`src/rtl/clock_period_monitor.sv`:
```
// Measures the period of an asynchronous clock-like input in clk cycles and reports lock/fault status.
// Latency: outputs update on the clk edge that processes a synchronized rising edge. No backpressure.
// Status outputs are level signals and period_valid is a single-cycle pulse.
module clock_period_monitor #(
    parameter int CLK_FREQUENCY   = 100_000_000,
    parameter int EXPECTED_PERIOD = 10,
    parameter int TOLERANCE       = 1,
    parameter int LOCK_COUNT      = 4,
    parameter int TIMEOUT         = 64,
    parameter int COUNTER_WIDTH   = 16
) (
    input  logic                     clk,
    input  logic                     rstb,
    input  logic                     enable,
    input  logic                     mon_in,
    output logic [COUNTER_WIDTH-1:0] period_value,
    output logic                     period_valid,
    output logic                     locked,
    output logic                     fault
);

    localparam int GW   = $clog2(LOCK_COUNT + 1);
    localparam int LO_I = (EXPECTED_PERIOD > TOLERANCE) ? EXPECTED_PERIOD - TOLERANCE : 0;
    localparam int HI_I = EXPECTED_PERIOD + TOLERANCE;

    localparam logic [COUNTER_WIDTH-1:0] LO_BOUND  = LO_I[COUNTER_WIDTH-1:0];
    localparam logic [COUNTER_WIDTH-1:0] HI_BOUND  = HI_I[COUNTER_WIDTH-1:0];
    localparam logic [COUNTER_WIDTH-1:0] TMO_COUNT = TIMEOUT[COUNTER_WIDTH-1:0];
    localparam logic [GW-1:0]            LOCK_N    = LOCK_COUNT[GW-1:0];

    // A misconfigured instance (timeout not above the good window or not representable) stays idle.
    localparam logic CFG_OK = (CLK_FREQUENCY > 0) && (TIMEOUT > HI_I) &&
                              (longint'(TIMEOUT) < (longint'(1) << COUNTER_WIDTH));

    typedef enum logic [1:0] {IDLE, ACQUIRE, MEASURE, LOCKED} state_t;

    state_t                   state, state_nxt;
    logic [COUNTER_WIDTH-1:0] cnt, cnt_nxt;
    logic [GW-1:0]            good_cnt, good_nxt, good_inc;
    logic [COUNTER_WIDTH-1:0] pv_nxt;
    logic                     pvld_nxt, locked_nxt, fault_nxt;
    logic                     sync1, sync2, sync_d;
    logic                     mon_rise, run_en, in_range;

    // Synchronizer is deliberately outside the enable domain so edges are not lost across enable toggles.
    always_ff @(posedge clk or negedge rstb) begin
        if (!rstb) begin
            sync1  <= 1'b0;
            sync2  <= 1'b0;
            sync_d <= 1'b0;
        end else begin
            sync1  <= mon_in;
            sync2  <= sync1;
            sync_d <= sync2;
        end
    end

    assign mon_rise = sync2 & ~sync_d;
    assign run_en   = enable & CFG_OK;
    assign in_range = (cnt >= LO_BOUND) && (cnt <= HI_BOUND);
    assign good_inc = (good_cnt == LOCK_N) ? LOCK_N : good_cnt + GW'(1);

    always_comb begin
        state_nxt  = state;
        cnt_nxt    = cnt;
        good_nxt   = good_cnt;
        pv_nxt     = period_value;
        pvld_nxt   = 1'b0;
        locked_nxt = locked;
        fault_nxt  = fault;
        if (!run_en) begin
            state_nxt  = IDLE;
            cnt_nxt    = '0;
            good_nxt   = '0;
            pv_nxt     = '0;
            locked_nxt = 1'b0;
            fault_nxt  = 1'b0;
        end else begin
            case (state)
                IDLE: state_nxt = ACQUIRE;
                ACQUIRE: begin
                    if (mon_rise) begin
                        cnt_nxt   = COUNTER_WIDTH'(1);
                        state_nxt = MEASURE;
                    end
                end
                MEASURE, LOCKED: begin
                    // An edge arriving exactly at the timeout count is measured, not timed out.
                    if (mon_rise) begin
                        pv_nxt   = cnt;
                        pvld_nxt = 1'b1;
                        cnt_nxt  = COUNTER_WIDTH'(1);
                        if (in_range) begin
                            good_nxt = good_inc;
                            if (good_inc == LOCK_N) begin
                                locked_nxt = 1'b1;
                                state_nxt  = LOCKED;
                            end
                        end else begin
                            good_nxt   = '0;
                            fault_nxt  = 1'b1;
                            locked_nxt = 1'b0;
                            state_nxt  = MEASURE;
                        end
                    end else if (cnt == TMO_COUNT) begin
                        good_nxt   = '0;
                        fault_nxt  = 1'b1;
                        locked_nxt = 1'b0;
                        state_nxt  = ACQUIRE;
                    end else begin
                        cnt_nxt = cnt + COUNTER_WIDTH'(1);
                    end
                end
                default: state_nxt = IDLE;
            endcase
        end
    end

    always_ff @(posedge clk or negedge rstb) begin
        if (!rstb) begin
            state        <= IDLE;
            cnt          <= '0;
            good_cnt     <= '0;
            period_value <= '0;
            period_valid <= 1'b0;
            locked       <= 1'b0;
            fault        <= 1'b0;
        end else begin
            state        <= state_nxt;
            cnt          <= cnt_nxt;
            good_cnt     <= good_nxt;
            period_value <= pv_nxt;
            period_valid <= pvld_nxt;
            locked       <= locked_nxt;
            fault        <= fault_nxt;
        end
    end

endmodule

```
`config.mk`:
```
export PLATFORM = sky130hd
export DESIGN_NAME = clock_period_monitor
export DESIGN_NICKNAME = d
export VERILOG_FILES = /design/src/rtl/clock_period_monitor.sv
export SDC_FILE = /design/constraint.sdc
export NUM_CORES = 1
export LEC_CHECK = 0
export CORE_AREA = 5 5 69 71
export DETAILED_ROUTE_END_ITERATION = 10
export DIE_AREA = 0 0 74 76
export GPL_ROUTABILITY_DRIVEN = 0
export PLACE_DENSITY = 0.76
export RECOVER_POWER = 50
export SETUP_SLACK_MARGIN = 0.02
export SLEW_MARGIN = 15
export SYNTH_ARGS = -nofsm -noshare
export SYNTH_HDL_FRONTEND = slang
export SYNTH_SLANG_ARGS = --single-unit
export TNS_END_PERCENT = 5
```
`constraint.sdc`:
```
create_clock -name clk -period 2.95 [get_ports clk]
set_input_delay 0.4425 -clock clk [delete_from_list [all_inputs] [get_ports clk]]
set_output_delay 0.4425 -clock clk [all_outputs]
set_load 0.1 [all_outputs]
```
==> results.md, run 1 <==
| Metric | Reported |
| --- | --- |
| Final core occ | 0.5929 |
| Final setup violating endpoints | 0 |
| Top area cells in the synthesized netlist | sky130_fd_sc_hd__dfrtp_1, sky130_fd_sc_hd__a22o_1, sky130_fd_sc_hd__nand3_1, sky130_fd_sc_hd__a21oi_1, sky130_fd_sc_hd__ha_1 |
| 1st-pass router iterations | 5 |
| Total clock buffers created by CTS | 5 |
| Post-Syn Instances | 217 |
| Synth-to-layout area growth | 14.14% |
| Fraction of post-synthesis cell area in the top cell type by area | 0.4962 |
| Area of all placed cells without fillers | 2475 um2 |
| Worst r2r path cells | 4 |
| Capture point of the worst reg-to-reg path | locked$_DFFE_PN0P_ |
| Cell-internal power | 0.8900 mW |
| Leakage | 1.099 nW |
| Final Net Count | 246 |
| Count of cell types in the netlist | 47 |
| Cell with the biggest individual delay on the critical path | sky130_fd_sc_hd__or4_1 |
| Met2 track utilization from global routing | 0.2651 |
| Cell Chain, Critical Path | or4_1 > or4_4 > a221oi_2 > a2bb2oi_2 |
| Port Buffer Count | 22 |
| Post CTS Setup Buffer Count | 0 |
| DR iter-0 viols | 233 |
| EDFF count, synth | 0 |
| Slack of the worst reg-to-reg path | 0.68 ns |
| Async S/R FF share, synth | 1.000 |
| Peak supply drop | 182.9 uV |
| Number of top-level pins | 23 |
| WS Path Type | reg -> reg |
| Clock root cell | sky130_fd_sc_hd__clkbuf_8 |
| Slowest stage delay, CP | 0.67 ns |
| Cell row count | 24 |
| TritonCTS clock tree | built |
| HPWL after DPL | 3474 um |
| Hold Path End | sync2$_DFF_PN0_ |
| Type of element launching the critical path | register |
| Syn avg cell area | 9.992 um2 |
| Number of global-route vias before repair | 1727 |
| Final hold viol count | 0 |
| Final routed wire length divided by cell count | 16.89 um |
| Total power per unit cell area | 464.3 nW/um2 |
| Category of cells accounting for the largest share of critical-path delay | simple AND/OR/NAND/NOR gates |
| Area of the die | 5624 um2 |
| Syn nets | 226 |
| Maxcap violations | 1 |
| Initial antenna violation count | 0 |
| Count of hold buffers inserted by post-cts repair | 0 |
| Number of antenna diodes | 0 |
| Htree depth | 2 |
| Max Clk Rate | 0.4401 GHz |
| Global-route wire length before repair | 8500 um |
| Final routed DRC violation total | 0 |
| Global-route met1 utilization | 0.2890 |
| Vias | 1800 |
| Seq pwr share | 0.526 |
| Slew at the pin closest to its max-slew limit | 2.203 ns |
| Dominant cell by count in the synthesized netlist | sky130_fd_sc_hd__dfrtp_1 |
| Outcome | finished with violations |
| Post-cts gate resize count | 0 |
| Data required time of the critical path | 3.17 ns |
| Clock Pin Slew Worst Setup and Hold Paths | 0.08 ns |
| Via-to-Cell Ratio | 6.207 |
| Post-layout minimum cycle time | 2.272 ns |
| Worst EP arrival | 2.50 ns |
| Reg-to-reg critical path startpoint | cnt[2]$_DFFE_PN0P_ |
| Proportion of power drawn by the clock network | 0.410 |
| Remaining antenna violation count | 0 |
| Clock insertion delay at the later pin of the skew report | 0.29 ns |
| Sum Neg Setup Slack | 0 ns |
| Combined area of all synthesized cells | 2168 um2 |
| Synth cell count leaders | sky130_fd_sc_hd__dfrtp_1, sky130_fd_sc_hd__nand3_1, sky130_fd_sc_hd__nand2_1 |
| Synth warnings | 0 |
| Ratio of final minimum period to clock period | 0.7703 |
| Fraction of final layout cells with drive strength greater than 1 | 0.1345 |
| Main flop type after synthesis | sky130_fd_sc_hd__dfrtp_1 |
| Peak-usage layer in the global routing report | met1 |
| Vertical die dimension | 76 um |
| Horizontal die dimension | 74 um |
| Largest fanout of any net on the critical path | 8 |
| Bufs on Longest Clock Path | 2 |
| Worst min path class | reg -> reg |
| Grt ovf | 0 |
| Critical path buffers and inverters | 0 |
| Starting utilization of the core area | 0.5195 |
| Max Clock Skew | 0.003153 ns |
| Sinks on the clock net | 43 |
| Routing usage on met3 | 0.02902 |
| Unrepaired setup endpoints after global routing | no |
| Part of the power in combinational logic | 0.064 |
| Count of final max-slew check failures | 44 |
| Post-synthesis sequential area ratio | 0.4962 |
| Total net switching power | 0.2592 mW |
| Dpl cell area | 2374 um2 |
| Critical hold path startpoint | sync1$_DFF_PN0_ |
| Worst-case hold slack | 0.3561 ns |
| Overall power | 1.149 mW |
| Number of fill cells | 369 |
| GR Util All Layers | 0.1883 |
| Biggest area consumer among synthesized cells | sky130_fd_sc_hd__dfrtp_1 |
| Seq cells post-synth | 43 |
| Critical path endpoint category | register |
| Switching portion of total power | 0.2255 |
| Cells on Worst Hold Path | 0 |
| Maximum number of pins on one net before global-route repair | 44 |
| Total core area | 4174 um2 |
| Violations in the final reports | max-capacitance violations, max-slew violations |
| Final wirelength | 4898 um |
| Headroom to the max-slew limit | -0.4689 |
## worst register-to-register path: cells and delay by family, from the launching register on
kind,cells,cell delay (ns)
AND/OR/NAND/NOR,2,1.29
flip-flops,1,0.46
AO/OA/AOI/OAI,2,0.45
## routing by layer
layer  wire length (um)  part of all wire
met1               2260              0.46
met2               2215              0.45
met3                348             0.071
met4                 74             0.015
met5                  0                 0
## cells in the final DEF (no fill, tap or decap), types with 2 or more instances in the layout
| master | netlist | final |
|---|---|---|
| sky130_fd_sc_hd__nand4_1 | 3 | 3 |
| sky130_fd_sc_hd__o21a_1 | 2 | 2 |
| sky130_fd_sc_hd__nor4_1 | 3 | 3 |
| sky130_fd_sc_hd__nor3_1 | 8 | 8 |
| sky130_fd_sc_hd__nor4b_1 | 2 | 2 |
| sky130_fd_sc_hd__or3_1 | 3 | 3 |
| sky130_fd_sc_hd__xor2_1 | 2 | 2 |
| sky130_fd_sc_hd__clkbuf_8 | 0 | 6 |
| sky130_fd_sc_hd__o211ai_1 | 3 | 3 |
| sky130_fd_sc_hd__buf_4 | 0 | 19 |
| sky130_fd_sc_hd__nor2b_1 | 2 | 2 |
| sky130_fd_sc_hd__and3_1 | 3 | 3 |
| sky130_fd_sc_hd__nand3_1 | 17 | 17 |
| sky130_fd_sc_hd__nor2_1 | 8 | 8 |
| sky130_fd_sc_hd__ha_1 | 5 | 5 |
| sky130_fd_sc_hd__dfrtp_1 | 43 | 43 |
| sky130_fd_sc_hd__a21oi_1 | 14 | 14 |
| sky130_fd_sc_hd__a211o_1 | 2 | 2 |
| sky130_fd_sc_hd__inv_1 | 9 | 9 |
| sky130_fd_sc_hd__nand2_1 | 16 | 16 |
| sky130_fd_sc_hd__a22o_1 | 15 | 15 |
| sky130_fd_sc_hd__o21ai_0 | 9 | 9 |
| sky130_fd_sc_hd__nand3b_1 | 3 | 3 |
| sky130_fd_sc_hd__o31ai_1 | 3 | 3 |
| sky130_fd_sc_hd__a31oi_1 | 3 | 3 |
| sky130_fd_sc_hd__or4_1 | 6 | 6 |
| sky130_fd_sc_hd__clkbuf_1 | 11 | 5 |
| sky130_fd_sc_hd__dlygate4sd3_1 | 0 | 2 |
## worst max-delay path by stage
stage / slack, ns / end / depth (start not counted) / from
2_1_floorplan: 0.81 / locked$_DFFE_PN0P_ / 6 / cnt[2]$_DFFE_PN0P_
3_3_place_gp: 0.78 / locked$_DFFE_PN0P_ / 4 / cnt[9]$_DFFE_PN0P_
3_5_place_dp: 0.71 / locked$_DFFE_PN0P_ / 4 / cnt[2]$_DFFE_PN0P_
4_1_cts: 0.68 / locked$_DFFE_PN0P_ / 4 / cnt[2]$_DFFE_PN0P_
5_1_grt: 0.38 / cnt[11]$_DFFE_PN0P_ / 1 / rstb
6_report: 0.68 / locked$_DFFE_PN0P_ / 4 / cnt[2]$_DFFE_PN0P_
## final cells by class
| type | instances | area, um2 | area share |
|---|---|---|---|
| clock buffers | 6 | 82.58 | 0.03337 |
| clock inverters | 2 | 35.03 | 0.01416 |
| inverters | 9 | 33.78 | 0.01365 |
| multi-input cells | 152 | 1001 | 0.4044 |
| flip-flops and latches | 43 | 1076 | 0.4348 |
| well taps | 52 | 65.06 | 0.02629 |
| repair buffers | 26 | 181.4 | 0.07331 |
## kinds of logic (layout without fill, tap and decap cells)
kind of cell | count (synthesis) | after routing | share of synthesized area
AOI/OAI and AO/OA | 62 | 62 | 0.2089
xor gates and xnor gates | 3 | 3 | 0.01212
DFF | 43 | 43 | 0.4962
and+or+nand+nor | 81 | 81 | 0.2072
muxes | 1 | 1 | 0.004616
buffers and inverters | 22 | 43 | 0.04212
adders and majority gates | 5 | 5 | 0.02885
## power groups by stage
stage / Sequential (mW) / Combinational [mW] / Clock, mW
2_1_floorplan: 0.620 / 0.0398 / 0
3_3_place_gp: 0.616 / 0.0751 / 0
3_5_place_dp: 0.616 / 0.0752 / 0
4_1_cts: 0.605 / 0.0751 / 0.480
5_1_grt: 0.606 / 0.0825 / 0.502
6_report: 0.605 / 0.0735 / 0.471
## through the flow
stage          setup slack [ns]  instances
3_5_place_dp             0.7073        282
6_report                 0.6776        290
2_1_floorplan            0.8095        217
3_3_place_gp             0.7826        282
4_1_cts                  0.6829        290
5_1_grt                  0.3776        290
## flip-flops by register name, indices dropped and copies added (netlist names)
signal        cells
good_cnt          3
sync_d            1
locked            1
sync2             1
state             2
sync1             1
period_valid      1
fault             1
period_value     16
cnt              16
Power figures use the tool's default switching activity.
==> run 2: changes to the inputs <==
Clock period 2.95 ns to 2.4 ns, I/O delays scaled along.
==> results.md, run 2 (synthesized netlist as in run 1, its figures left out) <==
| Metric | Reported |
| --- | --- |
| Post-layout minimum cycle time | 2.233 ns |
| Bufs on Longest Clock Path | 2 |
| Dpl cell area | 2426 um2 |
| Final Net Count | 254 |
| Unrepaired setup endpoints after global routing | no |
| Area of the die | 5624 um2 |
| Post-cts gate resize count | 0 |
| Slew at the pin closest to its max-slew limit | 1.185 ns |
| Maxcap violations | 0 |
| Post CTS Setup Buffer Count | 0 |
| Filler-free cell count of the finished design | 298 |
| Outcome | completed |
| Count of final max-slew check failures | 0 |
| Maximum number of pins on one net before global-route repair | 31 |
| Max Clock Skew | 0.008044 ns |
| Global-route wire length before repair | 8880 um |
| Number of antenna diodes | 0 |
| Overall power | 1.511 mW |
| Clock insertion delay at the later pin of the skew report | 0.30 ns |
| Vertical die dimension | 76 um |
| Total core area | 4174 um2 |
| Clock Pin Slew Worst Setup and Hold Paths | 0.08 ns |
| Final setup violating endpoints | 0 |
| Initial antenna violation count | 0 |
| HPWL after DPL | 3711 um |
| Total power per unit cell area | 591.5 nW/um2 |
| Clock root cell | sky130_fd_sc_hd__clkbuf_8 |
| GR Util All Layers | 0.2012 |
| Max Clk Rate | 0.4479 GHz |
| Total clock buffers created by CTS | 5 |
| WS Path Type | reg -> reg |
| DR iter-0 viols | 161 |
| Peak supply drop | 317.5 uV |
| Vias | 1872 |
| Final wirelength | 5157 um |
| Leakage | 1.143 nW |
| Number of fill cells | 349 |
| Final WS setup | 0.1674 ns |
| Sinks on the clock net | 43 |
| Sum Neg Setup Slack | 0 ns |
| Largest fanout of any net on the critical path | 8 |
| Most common cell after layout, fill and taps aside | sky130_fd_sc_hd__dfrtp_1 |
| Final routed wire length divided by cell count | 17.31 um |
| Final routed DRC violation total | 0 |
| Ratio of final minimum period to clock period | 0.9303 |
| Fraction of final layout cells with drive strength greater than 1 | 0.1585 |
| Worst-case setup slack after placement | 0.2035 ns |
| Cell Chain, Critical Path | or4_1 > or4_4 > a221oi_2 > a2bb2oi_2 |
| Starting utilization of the core area | 0.5195 |
| Htree depth | 2 |
| Largest regs | cnt x16, period_value x16, good_cnt x3 |
| Cell row count | 24 |
| Number of top-level pins | 23 |
| Port Buffer Count | 22 |
| Final hold viol count | 0 |
| Headroom to the max-slew limit | 0.2136 |
| Grt ovf | 0 |
| Worst EP arrival | 2.46 ns |
| Data required time of the critical path | 2.63 ns |
| Via-to-Cell Ratio | 6.282 |
| Final core occ | 0.6118 |
| Placed insts | 289 |
| Worst min path class | reg -> reg |
| 1st-pass router iterations | 4 |
| Worst-case hold slack | 0.3546 ns |
| Critical path endpoint category | register |
| Area of all placed cells without fillers | 2554 um2 |
| Horizontal die dimension | 74 um |
| Number of global-route vias before repair | 1794 |
| Cell with the biggest individual delay on the critical path | sky130_fd_sc_hd__or4_1 |
| Synth-to-layout area growth | 17.77% |
| Slowest stage delay, CP | 0.68 ns |
| Count of hold buffers inserted by post-cts repair | 1 |
| Top library cells by usage in the layout, fill and taps aside | sky130_fd_sc_hd__dfrtp_1, sky130_fd_sc_hd__buf_4, sky130_fd_sc_hd__nand3_1 |
| TritonCTS clock tree | built |
| Type of element launching the critical path | register |
| Remaining antenna violation count | 0 |
==> run 2: changes by cell type in the layout (fill, tap and decap cells not counted), sizes merged <==
cell | before | now
clkinv | 1 | 0
clkinvlp | 0 | 1
buf | 19 | 25
dlygate4sd3 | 2 | 3
bufinv | 1 | 2
==> run 2: routing by layer <==
layer / global-route usage / share of wire / vias to the layer above
met1: 0.2877 / 0.47 / 916
met4: 0.06522 / 0.014 / 0
met3: 0.04090 / 0.058 / 7
met2: 0.3032 / 0.46 / 66
met5: 0 / 0 / -
li1: - / - / 883
==> run 2: layout make-up <==
type	instances	area, um2	share of cell area
multi-input combinational	152	1001	0.3920
tap	52	65.06	0.02548
clock buffer	5	68.82	0.02695
timing repair buffer	34	241.5	0.09456
sequential	43	1076	0.4214
clock inverter	3	67.56	0.02646
inverter	9	33.78	0.01323
==> run 2: worst max-delay path, delay by kind of cell (launching register included) <==
family	cells	cell delay (ns)
AOI/OAI and AO/OA	2	0.43
DFF	1	0.45
and+or+nand+nor	2	1.28
==> run 2: final timing paths <==
| kind | cells past startpoint | slack [ns] | endpoint | start |
|---|---|---|---|---|
| worst max-delay path | 4 | 0.17 | locked$_DFFE_PN0P_ | cnt[9]$_DFFE_PN0P_ |
| min in group asynchronous | 2 | 0.63 | sync2$_DFF_PN0_ | rstb |
| worst min-delay path | 0 | 0.35 | sync2$_DFF_PN0_ | sync1$_DFF_PN0_ |
| worst max register to register | 4 | 0.17 | locked$_DFFE_PN0P_ | cnt[9]$_DFFE_PN0P_ |
| worst min register to register | 0 | 0.35 | sync2$_DFF_PN0_ | sync1$_DFF_PN0_ |
| max in group asynchronous | 3 | 0.56 | period_value[2]$_DFFE_PN0P_ | rstb |
==> run 2: power by group <==
| group | switching (mW) | total [mW] | internal, mW | leakage, nW |
|---|---|---|---|---|
| clock network | 0.257 | 0.671 | 0.415 | 0.0644 |
| logic | 0.0674 | 0.0964 | 0.0290 | 0.489 |
| registers | 0.0110 | 0.743 | 0.732 | 0.589 |
| total | 0.335 | 1.51 | 1.18 | 1.14 |
==> run 3: changes to the inputs <==
Settings changed: GPL_ROUTABILITY_DRIVEN 0 to not set.
==> results of run 3 <==
Same layout as run 2: the final DEF is identical, and so are final timing and power.
